==> src/rtl/alu_control_seq_pkg.sv <==
// Shared ALU control constants: Signal codes, funct codes, ALUOp encodings,
// writeback select encodings and sequencer states, matching the ALU's decoder.
package alu_control_seq_pkg;

    localparam logic [5:0] SIG_NONE = 6'd0;
    localparam logic [5:0] SIG_ADD  = 6'd32;
    localparam logic [5:0] SIG_SUB  = 6'd34;
    localparam logic [5:0] SIG_AND  = 6'd36;
    localparam logic [5:0] SIG_OR   = 6'd37;
    localparam logic [5:0] SIG_SLT  = 6'd42;

    localparam logic [5:0] FN_MFHI  = 6'd16;
    localparam logic [5:0] FN_MFLO  = 6'd18;
    localparam logic [5:0] FN_MULTU = 6'd25;

    localparam logic [1:0] ALUOP_ADD   = 2'b00;
    localparam logic [1:0] ALUOP_SUB   = 2'b01;
    localparam logic [1:0] ALUOP_RTYPE = 2'b10;
    localparam logic [1:0] ALUOP_SLT   = 2'b11;

    localparam logic [1:0] SEL_ALU = 2'b00;
    localparam logic [1:0] SEL_HI  = 2'b01;
    localparam logic [1:0] SEL_LO  = 2'b10;

    typedef enum logic [1:0] {
        ST_IDLE = 2'd0,
        ST_MUL  = 2'd1,
        ST_DONE = 2'd2
    } state_t;

endpackage

==> src/rtl/alu_control_seq_funct_decode.sv <==
// Combinational ALUOp/funct decode into ALU Signal, HI/LO select, multiply
// request and illegal flag; zero latency, no flow control of its own.
module alu_funct_decode
    import alu_control_seq_pkg::*;
(
    input  logic [1:0] aluop_i,
    input  logic [5:0] funct_i,
    output logic [5:0] signal_o,
    output logic [1:0] hilo_sel_o,
    output logic       is_mult_o,
    output logic       illegal_o
);

    always_comb begin
        signal_o   = SIG_NONE;
        hilo_sel_o = SEL_ALU;
        is_mult_o  = 1'b0;
        illegal_o  = 1'b0;
        case (aluop_i)
            ALUOP_ADD: signal_o = SIG_ADD;
            ALUOP_SUB: signal_o = SIG_SUB;
            ALUOP_SLT: signal_o = SIG_SLT;
            default: begin
                case (funct_i)
                    SIG_ADD, SIG_SUB, SIG_AND, SIG_OR, SIG_SLT: signal_o = funct_i;
                    FN_MFHI:  hilo_sel_o = SEL_HI;
                    FN_MFLO:  hilo_sel_o = SEL_LO;
                    FN_MULTU: is_mult_o  = 1'b1;
                    default:  illegal_o  = 1'b1;
                endcase
            end
        endcase
    end

endmodule

==> src/rtl/alu_control_seq.sv <==
// ALU control sequencer: registered Signal decode (latency 1), HI/LO pair and
// 32-step shift-add MULTU; in_ready drops for the whole multiply sequence.
module alu_control_seq
    import alu_control_seq_pkg::*;
#(
    parameter int WIDTH = 32,
    parameter int CNT_W = 5
) (
    input  logic             clk,
    input  logic             reset,
    input  logic             in_valid,
    output logic             in_ready,
    input  logic [1:0]       ALUOp,
    input  logic [5:0]       funct,
    input  logic [WIDTH-1:0] dataA,
    input  logic [WIDTH-1:0] dataB,
    output logic             out_valid,
    output logic [5:0]       Signal,
    output logic [1:0]       hilo_sel,
    output logic [WIDTH-1:0] hilo_data,
    output logic             illegal
);

    state_t             state_q, state_d;
    logic [CNT_W-1:0]   cnt_q, cnt_d;
    logic [WIDTH-1:0]   acc_q, acc_d;
    logic [WIDTH-1:0]   mplier_q, mplier_d;
    logic [WIDTH-1:0]   mcand_q, mcand_d;
    logic [WIDTH-1:0]   hi_q, hi_d;
    logic [WIDTH-1:0]   lo_q, lo_d;

    logic               out_valid_q, out_valid_d;
    logic [5:0]         signal_q, signal_d;
    logic [1:0]         hilo_sel_q, hilo_sel_d;
    logic [WIDTH-1:0]   hilo_data_q, hilo_data_d;
    logic               illegal_q, illegal_d;

    logic [5:0]         dec_signal;
    logic [1:0]         dec_sel;
    logic               dec_mult;
    logic               dec_illegal;
    logic [WIDTH:0]     step_sum;

    alu_funct_decode u_decode (
        .aluop_i    (ALUOp),
        .funct_i    (funct),
        .signal_o   (dec_signal),
        .hilo_sel_o (dec_sel),
        .is_mult_o  (dec_mult),
        .illegal_o  (dec_illegal)
    );

    assign in_ready = (state_q == ST_IDLE);

    // Carry out of the add lands in bit WIDTH and shifts down into acc's MSB.
    assign step_sum = {1'b0, acc_q} + (mplier_q[0] ? {1'b0, mcand_q} : '0);

    always_comb begin
        state_d     = state_q;
        cnt_d       = cnt_q;
        acc_d       = acc_q;
        mplier_d    = mplier_q;
        mcand_d     = mcand_q;
        hi_d        = hi_q;
        lo_d        = lo_q;
        out_valid_d = 1'b0;
        signal_d    = SIG_NONE;
        hilo_sel_d  = SEL_ALU;
        hilo_data_d = '0;
        illegal_d   = 1'b0;
        case (state_q)
            ST_IDLE: begin
                if (in_valid) begin
                    if (dec_mult) begin
                        state_d  = ST_MUL;
                        mcand_d  = dataA;
                        mplier_d = dataB;
                        acc_d    = '0;
                        cnt_d    = '0;
                    end else begin
                        out_valid_d = 1'b1;
                        signal_d    = dec_signal;
                        hilo_sel_d  = dec_sel;
                        illegal_d   = dec_illegal;
                        if (dec_sel == SEL_HI)
                            hilo_data_d = hi_q;
                        else if (dec_sel == SEL_LO)
                            hilo_data_d = lo_q;
                    end
                end
            end
            ST_MUL: begin
                acc_d    = step_sum[WIDTH:1];
                mplier_d = {step_sum[0], mplier_q[WIDTH-1:1]};
                cnt_d    = cnt_q + CNT_W'(1);
                if (cnt_q == '1)
                    state_d = ST_DONE;
            end
            ST_DONE: begin
                hi_d        = acc_q;
                lo_d        = mplier_q;
                out_valid_d = 1'b1;
                state_d     = ST_IDLE;
            end
            default: state_d = ST_IDLE;
        endcase
    end

    always_ff @(posedge clk) begin
        if (reset) begin
            state_q     <= ST_IDLE;
            cnt_q       <= '0;
            acc_q       <= '0;
            mplier_q    <= '0;
            mcand_q     <= '0;
            hi_q        <= '0;
            lo_q        <= '0;
            out_valid_q <= 1'b0;
            signal_q    <= SIG_NONE;
            hilo_sel_q  <= SEL_ALU;
            hilo_data_q <= '0;
            illegal_q   <= 1'b0;
        end else begin
            state_q     <= state_d;
            cnt_q       <= cnt_d;
            acc_q       <= acc_d;
            mplier_q    <= mplier_d;
            mcand_q     <= mcand_d;
            hi_q        <= hi_d;
            lo_q        <= lo_d;
            out_valid_q <= out_valid_d;
            signal_q    <= signal_d;
            hilo_sel_q  <= hilo_sel_d;
            hilo_data_q <= hilo_data_d;
            illegal_q   <= illegal_d;
        end
    end

    assign out_valid = out_valid_q;
    assign Signal    = signal_q;
    assign hilo_sel  = hilo_sel_q;
    assign hilo_data = hilo_data_q;
    assign illegal   = illegal_q;

endmodule

==> config.mk <==
export PLATFORM = sky130hd
export DESIGN_NAME = alu_control_seq
export DESIGN_NICKNAME = d
export VERILOG_FILES = /design/src/rtl/alu_control_seq_pkg.sv /design/src/rtl/alu_control_seq_funct_decode.sv /design/src/rtl/alu_control_seq.sv
export SDC_FILE = /design/constraint.sdc
export NUM_CORES = 1
export LEC_CHECK = 0
export CORE_ASPECT_RATIO = 1.1
export CORE_MARGIN = 8
export CORE_UTILIZATION = 40
export DETAILED_ROUTE_END_ITERATION = 7
export GPL_TIMING_DRIVEN = 0
export SLEW_MARGIN = 20
export SYNTH_ARGS = -nofsm -noshare
export SYNTH_HDL_FRONTEND = slang
export SYNTH_SLANG_ARGS = --single-unit
==> constraint.sdc <==
create_clock -name clk -period 2.9 [get_ports clk]
set_clock_uncertainty 0.2 [all_clocks]
set_input_delay 0.58 -clock clk [delete_from_list [all_inputs] [get_ports clk]]
set_output_delay 0.58 -clock clk [all_outputs]
set_load 0.02 [all_outputs]
==> reports/qor.yml, run 1 <==
outcome:
  status: "completed"
synthesis:
  synth-seq-cells: 209
  ys_top_cells_by_count: "nand2_1 (311), dfxtp_1 (209), a21oi_1 (138)"
  postSynthNetCount: 1278
  yosys_warnings: 0
  syn_inst: 1168
  synth_top_area_cell: "dfxtp_1"
  synth_top_area_share_pct: 44.60
  synth-edff-count: 0
  postSynthAreaPerCell_um2: 8.032
  ys.flop_type: "dfxtp_1"
  seq_area_frac_synth_pct: 44.60
  synth_area_um2: 9381
  synthTopCellsByArea: "dfxtp_1 (45%), nand2_1 (12%), a21oi_1 (7.4%)"
  synth.most_common_cell: "nand2_1"
  async_reset_ff_share_pct: 0
  ys_types: 58
sta:
  fin_crit_ns: 2.829
  drv_slew: 0
  rsz0062_at_grt: "yes"
  maxSlewHeadroom_pct: 51.08
  layout_worst_path_cycle_share_pct: 97.54
  fmax_ghz: 0.3535
  setup_ws_ns: 0.07125
  setup_viol: 0
  worstMarginPinSlew_ns: 0.7338
  hold_viol: 0
final_layout:
  antenna_cells: 0
  final_nets: 1434
  multiInputGateArea_um2: 5075
  syn_to_final_growth_pct: 28.34
  post-route-util_pct: 52.50
  fillers: 2279
  postLayoutCellArea_um2: 12040
  layout-drive-gt1-share_pct: 8.731
  register_area_um2: 4188
routing:
  firstDrtPassIters: 5
  routed_wl_um: 26680
  ant_nets: 0
  num_vias: 8328
  drt_iter0_drc: 487
  drcViolationCount: 0
  vias_per_cell: 5.078
  routedWlPerCell_um: 16.27
die:
  core-area_um2: 22930
  die_y_um: 176.6
  io_pins: 118
  start_util_pct: 40.91
  dieArea_um2: 28620
  row_count: 58
  chipWidth_um: 162.0
clock_tree:
  cts-buffers-inserted: 23
  clkSinkCount: 209
  cts-root-buf: "clkbuf_16"
  cts_tree: "built"
  clk_pin_slew_ns: 0.06
  cts_hold_buf: 0
  cts.htree.levels: 1
  clkLatencyLatePin_ns: 0.50
  clockBufferDepth: 3
worst_hold_path:
  holdCritStartpoint: "mcand_q[28]$_SDFFE_PP0P_"
  holdPathEnd: "mcand_q[28]$_SDFFE_PP0P_"
  min_path_cells: 2
  min_path_type: "flop to flop"
critical_path:
  reg2reg_depth: 12
  critPathMaxFanout: 5
  cp-start-kind: "flop"
  crit_path_end_kind: "flop"
  r2r_end: "acc_q[27]$_SDFFE_PP0P_"
  r2r-start: "mplier_q[0]$_SDFFE_PP0P_"
  critPathRequiredTime_ns: 3.08
  crit_type: "flop to flop"
  crit_arrival_ns: 3.01
  r2r_slack_ns: 0.07
global_route:
  grt_pass1_wl_um: 42810
  grt_max_degree: 14
  grt.total_usage_pct: 18.21
  grt_pass1_vias: 8225
  grt_overflow_total: 0
  grt_antenna_before_repair: 0
place:
  place_area_um2: 10930
  gp_congestion: 0.8731
  dp_hpwl_um: 19990
  portBuffers: 117
  post-place-ws_ns: -0.9314
pwr:
  leakage_nw: 4.428
  vdd_drop_max_mv: 0.2799
  powerDensity_nw_per_um2: 498.8
flow_run:
  maxCapViolCount: 0
==> power by group <==
group	internal (W)	switching, W
registers	0.00288	0.00000310
logic	0.000124	0.000109
clock network	0.00174	0.00115
==> final cells by class <==
class / instances / share of cell area [%]
tap: 300 / 3.118
buffer: 70 / 2.650
clock inverter: 10 / 0.9041
inverter: 10 / 0.3118
multi-input combinational: 877 / 42.15
clock buffer: 31 / 5.362
sequential: 209 / 34.78
timing repair buffer: 133 / 10.72
==> cells by family after synthesis <==
family,count (synthesis),synth area share (%)
AO/OA/AOI/OAI,279,18.66
XOR/XNOR,25,2.334
adder cells (fa/ha/maj),35,4.748
buffers and inverters,82,3.721
flip-flops,209,44.60
multiplexers,34,3.628
other,1,0.03997
AND/OR/NAND/NOR,503,22.27
==> flip-flops by register name, indices dropped and copies added (netlist names) <==
name       count
hilo_data     32
hilo_sel       2
state_q        2
Signal         6
mplier_q      32
hi_q          32
cnt_q          5
lo_q          32
mcand_q       32
illegal        1
out_valid      1
acc_q         32
==> worst max path at each step <==
stage,from,to,slack [ns],depth (start not counted)
global placement,funct[2],mcand_q[28]$_SDFFE_PP0P_,-0.90,7
floorplan,mplier_q[0]$_SDFFE_PP0P_,acc_q[31]$_SDFFE_PP0P_,0.01,12
finish,mplier_q[0]$_SDFFE_PP0P_,acc_q[27]$_SDFFE_PP0P_,0.07,12
CTS,mplier_q[0]$_SDFFE_PP0P_,acc_q[29]$_SDFFE_PP0P_,0.0009,12
detailed placement,funct[2],mcand_q[22]$_SDFFE_PP0P_,-0.93,7
global route,mplier_q[0]$_SDFFE_PP0P_,acc_q[28]$_SDFFE_PP0P_,-0.06,11
==> metrics by stage <==
step	TNS, ns	hold WS, ns	instances	total power, W
detailed placement	-79.10	0.2424	1585	0.003175
global placement	-74.00	0.2389	1585	0.003176
CTS	0	0.2502	1634	0.006068
global route	-0.1760	0.2628	1640	0.006218
finish	0	0.2488	1640	0.006006
floorplan	0	0.2317	1168	0.003028
==> per-layer routing <==
metal  GRT usage (%)  part of all wire, %  vias up
met5               0                    0        -
met3           2.839                  4.6       28
met1           23.74                   47     3837
met2           31.00                   46      158
met4           4.324                  1.8        0
li1                -                    -     4305
==> timing repair <==
item	in CTS	in global routing
gates cloned	1	0
endpoints found under the setup margin	92	28
buffers inserted	8	7
hold endpoints to repair	0	0
pin swaps	7	11
resized for setup	28	30
==> critical path, cell delays in order (launching register included) <==
cell       delay [ns]
dfxtp_4          0.38
buf_8            0.12
and2_4           0.14
ha_4             0.13
inv_2            0.04
fa_2             0.33
nand2b_4         0.17
a21oi_4          0.15
o2111ai_4        0.20
a211oi_2         0.30
nor3_2           0.08
o2111a_1         0.23
a221o_1          0.25
==> cells in the final DEF, fill, tap and decap left out, drive strengths merged, types with 3 or more instances in the layout <==
master         synthesis  routed
ha                    34      34
a21oi                140     140
nand2                312     312
inv                   10      10
clkinv                 0       6
xnor2                 13      13
nor2b                  7       7
o21bai                 3       3
a21boi                 4       4
clkdlybuf4s50          0     117
a311oi                32      32
mux2i                 34      34
clkbuf                51      79
nand2b                 8       8
and2                  34      34
nor2                 113     113
o21ai                 35      35
dfxtp                209     209
buf                   19      36
a211oi                 7       7
nand4                  8       8
o211ai                 6       6
and3                   5       5
nor3                   7       7
a31oi                  6       6
a21o                  16      16
a22oi                 10      10
nor3b                  3       3
xor2                  12      12
No activity file was read; power rests on OpenSTA's default activity.
==> run 2, diff against run 1 <==
Settings changed: CORE_MARGIN 8 to default, SKIP_LAST_GASP from default to 1.
==> reports/qor.yml, run 2 (synthesis gave the netlist of run 1 again) <==
clock_tree:
  clk_pin_slew_ns: 0.06  # about the same
  clkSinkCount: 209  # unchanged
  clkLatencyLatePin_ns: 0.52  # was 0.50 ns
  cts.htree.levels: 1  # unchanged
  cts_tree: "built"  # unchanged
  clockBufferDepth: 3  # unchanged
  cts_hold_buf: 0  # unchanged
  cts-root-buf: "clkbuf_16"  # unchanged
  cts-buffers-inserted: 23  # unchanged
place:
  post-place-ws_ns: -0.8585  # was -0.9314 ns
  gp_congestion: 0.8934  # was 0.8731
  place_area_um2: 10930  # unchanged
  portBuffers: 117  # unchanged
  place_inst: 1585  # unchanged
  dp_hpwl_um: 19020  # was 19990 µm
critical_path:
  r2r-start: "mplier_q[0]$_SDFFE_PP0P_"  # unchanged
  critPathRequiredTime_ns: 3.09  # was 3.08 ns
  crit_type: "flop to flop"  # unchanged
  crit_arrival_ns: 3.09  # was 3.01 ns
  r2r_slack_ns: 0.01  # was 0.07 ns
  crit_chain: "buf_8 > and2_4 > ha_4 > inv_2 > fa_2 > nand2b_4 > a21oi_4 > o2111ai_4 > a211oi_2 > nor3_2 > o2111a_1 > a221o_1"  # unchanged
  cp_slowest_cell: "dfxtp_4"  # unchanged
  reg2reg_depth: 12  # unchanged
  cp-start-kind: "flop"  # unchanged
  r2r_end: "acc_q[27]$_SDFFE_PP0P_"  # unchanged
  critPathMaxFanout: 5  # unchanged
  crit_path_end_kind: "flop"  # unchanged
  max_stage_delay_ns: 0.38  # about the same
sta:
  fin_crit_ns: 2.890  # was 2.829 ns
  worstMarginPinSlew_ns: 0.7331  # was 0.7338 ns
  setup_viol: 0  # unchanged
  drv_slew: 0  # unchanged
  layout_worst_path_cycle_share_pct: 99.67  # was 97.54%
  maxSlewHeadroom_pct: 51.13  # was 51.08%
  fmax_ghz: 0.3460  # was 0.3535 GHz
  tns_ns: 0  # unchanged
  hold_viol: 0  # unchanged
  rsz0062_at_grt: "yes"  # unchanged
  setup_ws_ns: 0.009609  # was 0.07125 ns
pwr:
  leakage_nw: 4.464  # was 4.428 nW
  intPower_w: 0.005039  # was 0.004739 W
  sw_frac_of_total_pct: 20.47  # was 21.08%
  power.switching_w: 0.001297  # was 0.001266 W
  pwr-share-seq_pct: 45.4  # was 47.9%
  power_frac_comb_pct: 3.7  # was 3.9%
  p_clk_share_pct: 50.9  # was 48.2%
  vdd_drop_max_mv: 0.2953  # was 0.2799 mV
  powerDensity_nw_per_um2: 520.0  # was 498.8 nW/µm²
global_route:
  grt_pass1_vias: 7820  # was 8225
  grt_pass1_wl_um: 40740  # was 42810 µm
  grt_overflow_total: 0  # unchanged
  grt.total_usage_pct: 21.06  # was 18.21%
  grt_max_degree: 14  # unchanged
  grt_antenna_before_repair: 0  # unchanged
routing:
  num_vias: 8335  # was 8328
  firstDrtPassIters: 5  # unchanged
  drcViolationCount: 0  # unchanged
  drt_iter0_drc: 472  # was 487
  routed_wl_um: 25630  # was 26680 µm
  vias_per_cell: 5.082  # was 5.078
  ant_nets: 0  # unchanged
  routedWlPerCell_um: 15.63  # was 16.27 µm
flow_run:
  maxCapViolCount: 0  # unchanged
die:
  row_count: 58  # unchanged
  die_y_um: 162.6  # was 176.6 µm
  core-area_um2: 22930  # unchanged
  start_util_pct: 40.91  # unchanged
  io_pins: 118  # unchanged
  chipWidth_um: 148.0  # was 162.0 µm
  dieArea_um2: 24070  # was 28620 µm²
outcome:
  status: "completed"  # unchanged
final_layout:
  final_nets: 1433  # was 1434
  final_common_cell: "nand2_1"  # unchanged
  mostFrequentLayoutCells: "nand2_1 (311), dfxtp_1 (208), a21oi_1 (133)"  # was nand2_1 (311), dfxtp_1 (208), a21oi_1 (130)
  postLayoutCellArea_um2: 12180  # was 12040 µm²
  antenna_cells: 0  # unchanged
  post-route-util_pct: 53.13  # was 52.50%
  fillers: 2293  # was 2279
  syn_to_final_growth_pct: 29.87  # was 28.34%
  final_cells: 1640  # unchanged
  layout-drive-gt1-share_pct: 8.731  # unchanged
worst_hold_path:
  holdCritStartpoint: "mcand_q[25]$_SDFFE_PP0P_"  # was mcand_q[28]$_SDFFE_PP0P_
  min_path_type: "flop to flop"  # unchanged
  holdPathEnd: "mcand_q[25]$_SDFFE_PP0P_"  # was mcand_q[28]$_SDFFE_PP0P_
  min_path_cells: 2  # unchanged
[run 2: changes by cell type in the layout (fill, tap and decap cells not counted), sizes merged]
cell,delta
inv,+1
clkbuf,+3
clkinv,-4
bufinv,+2
buf,-2
[run 2: power by group through the flow]
stage | clock (W) | combinational (W) | sequential, W
floorplan | 0 | 0.0000803 | 0.00295
global placement | 0 | 0.000231 | 0.00294
detailed placement | 0 | 0.000231 | 0.00294
CTS | 0.00327 | 0.000234 | 0.00288
global route | 0.00341 | 0.000251 | 0.00288
finish | 0.00322 | 0.000232 | 0.00288
[run 2: metrics by stage]
step / hold slack [ns] / power, W
after CTS: 0.2517 / 0.006388
after floorplan: 0.2317 / 0.003028
after global placement: 0.2384 / 0.003175
after global routing: 0.2636 / 0.006543
after detailed placement: 0.2436 / 0.003175
final: 0.2494 / 0.006336
[run 2: area by class of cell]
class                           count  area [µm²]  share of cell area (%)
Clock inverter                      9       153.9                   1.263
Inverter                           10       37.54                  0.3081
Timing Repair Buffer              131        1289                   10.58
Multi-Input combinational cell    877        5115                   41.98
Clock buffer                       33       703.2                   5.771
Tap cell                          300       375.4                   3.081
Buffer                             71       322.8                   2.649
Sequential cell                   209        4188                   34.37
[run 2: timing repair]
action / CTS / global route
setup endpoints to repair: 86 / 15
resized for setup: 37 / 17
pin swaps: 8 / 9
hold endpoints to repair: 0 / 0
setup buffers: 8 / 6
[run 2: critical path, delay by kind of cell, from the launching register on]
| kind | cells | cell delay (ns) |
|---|---|---|
| buffers and inverters | 2 | 0.14 |
| flip-flops | 1 | 0.38 |
| AO/OA/AOI/OAI | 5 | 1.19 |
| AND/OR/NAND/NOR | 3 | 0.41 |
| adder cells (fa/ha/maj) | 2 | 0.46 |
[run 2: layer usage]
layer | global-route usage, % | vias up | wire length (µm)
met4 | 5.530 | 0 | 409
met5 | 0 | - | 0
met3 | 2.857 | 36 | 1071
met2 | 34.66 | 163 | 11660
met1 | 28.85 | 3828 | 12480
li1 | - | 4308 | -
[run 2: worst max path at each step]
stage	from	to	slack, ns
2_1_floorplan	mplier_q[0]$_SDFFE_PP0P_	acc_q[31]$_SDFFE_PP0P_	0.01
3_3_place_gp	funct[4]	mcand_q[27]$_SDFFE_PP0P_	-0.84
3_5_place_dp	funct[4]	mcand_q[26]$_SDFFE_PP0P_	-0.86
4_1_cts	mplier_q[0]$_SDFFE_PP0P_	acc_q[31]$_SDFFE_PP0P_	-0.0005
5_1_grt	mplier_q[0]$_SDFFE_PP0P_	acc_q[31]$_SDFFE_PP0P_	-0.04
6_report	mplier_q[0]$_SDFFE_PP0P_	acc_q[27]$_SDFFE_PP0P_	0.01
==> run 3, diff against run 2 <==
Settings changed: CTS_CLUSTER_SIZE from default to 16, HOLD_SLACK_MARGIN from default to 0.03.
==> results of run 3 <==
Same layout as run 2: the final DEF is identical, and so are final timing and power.
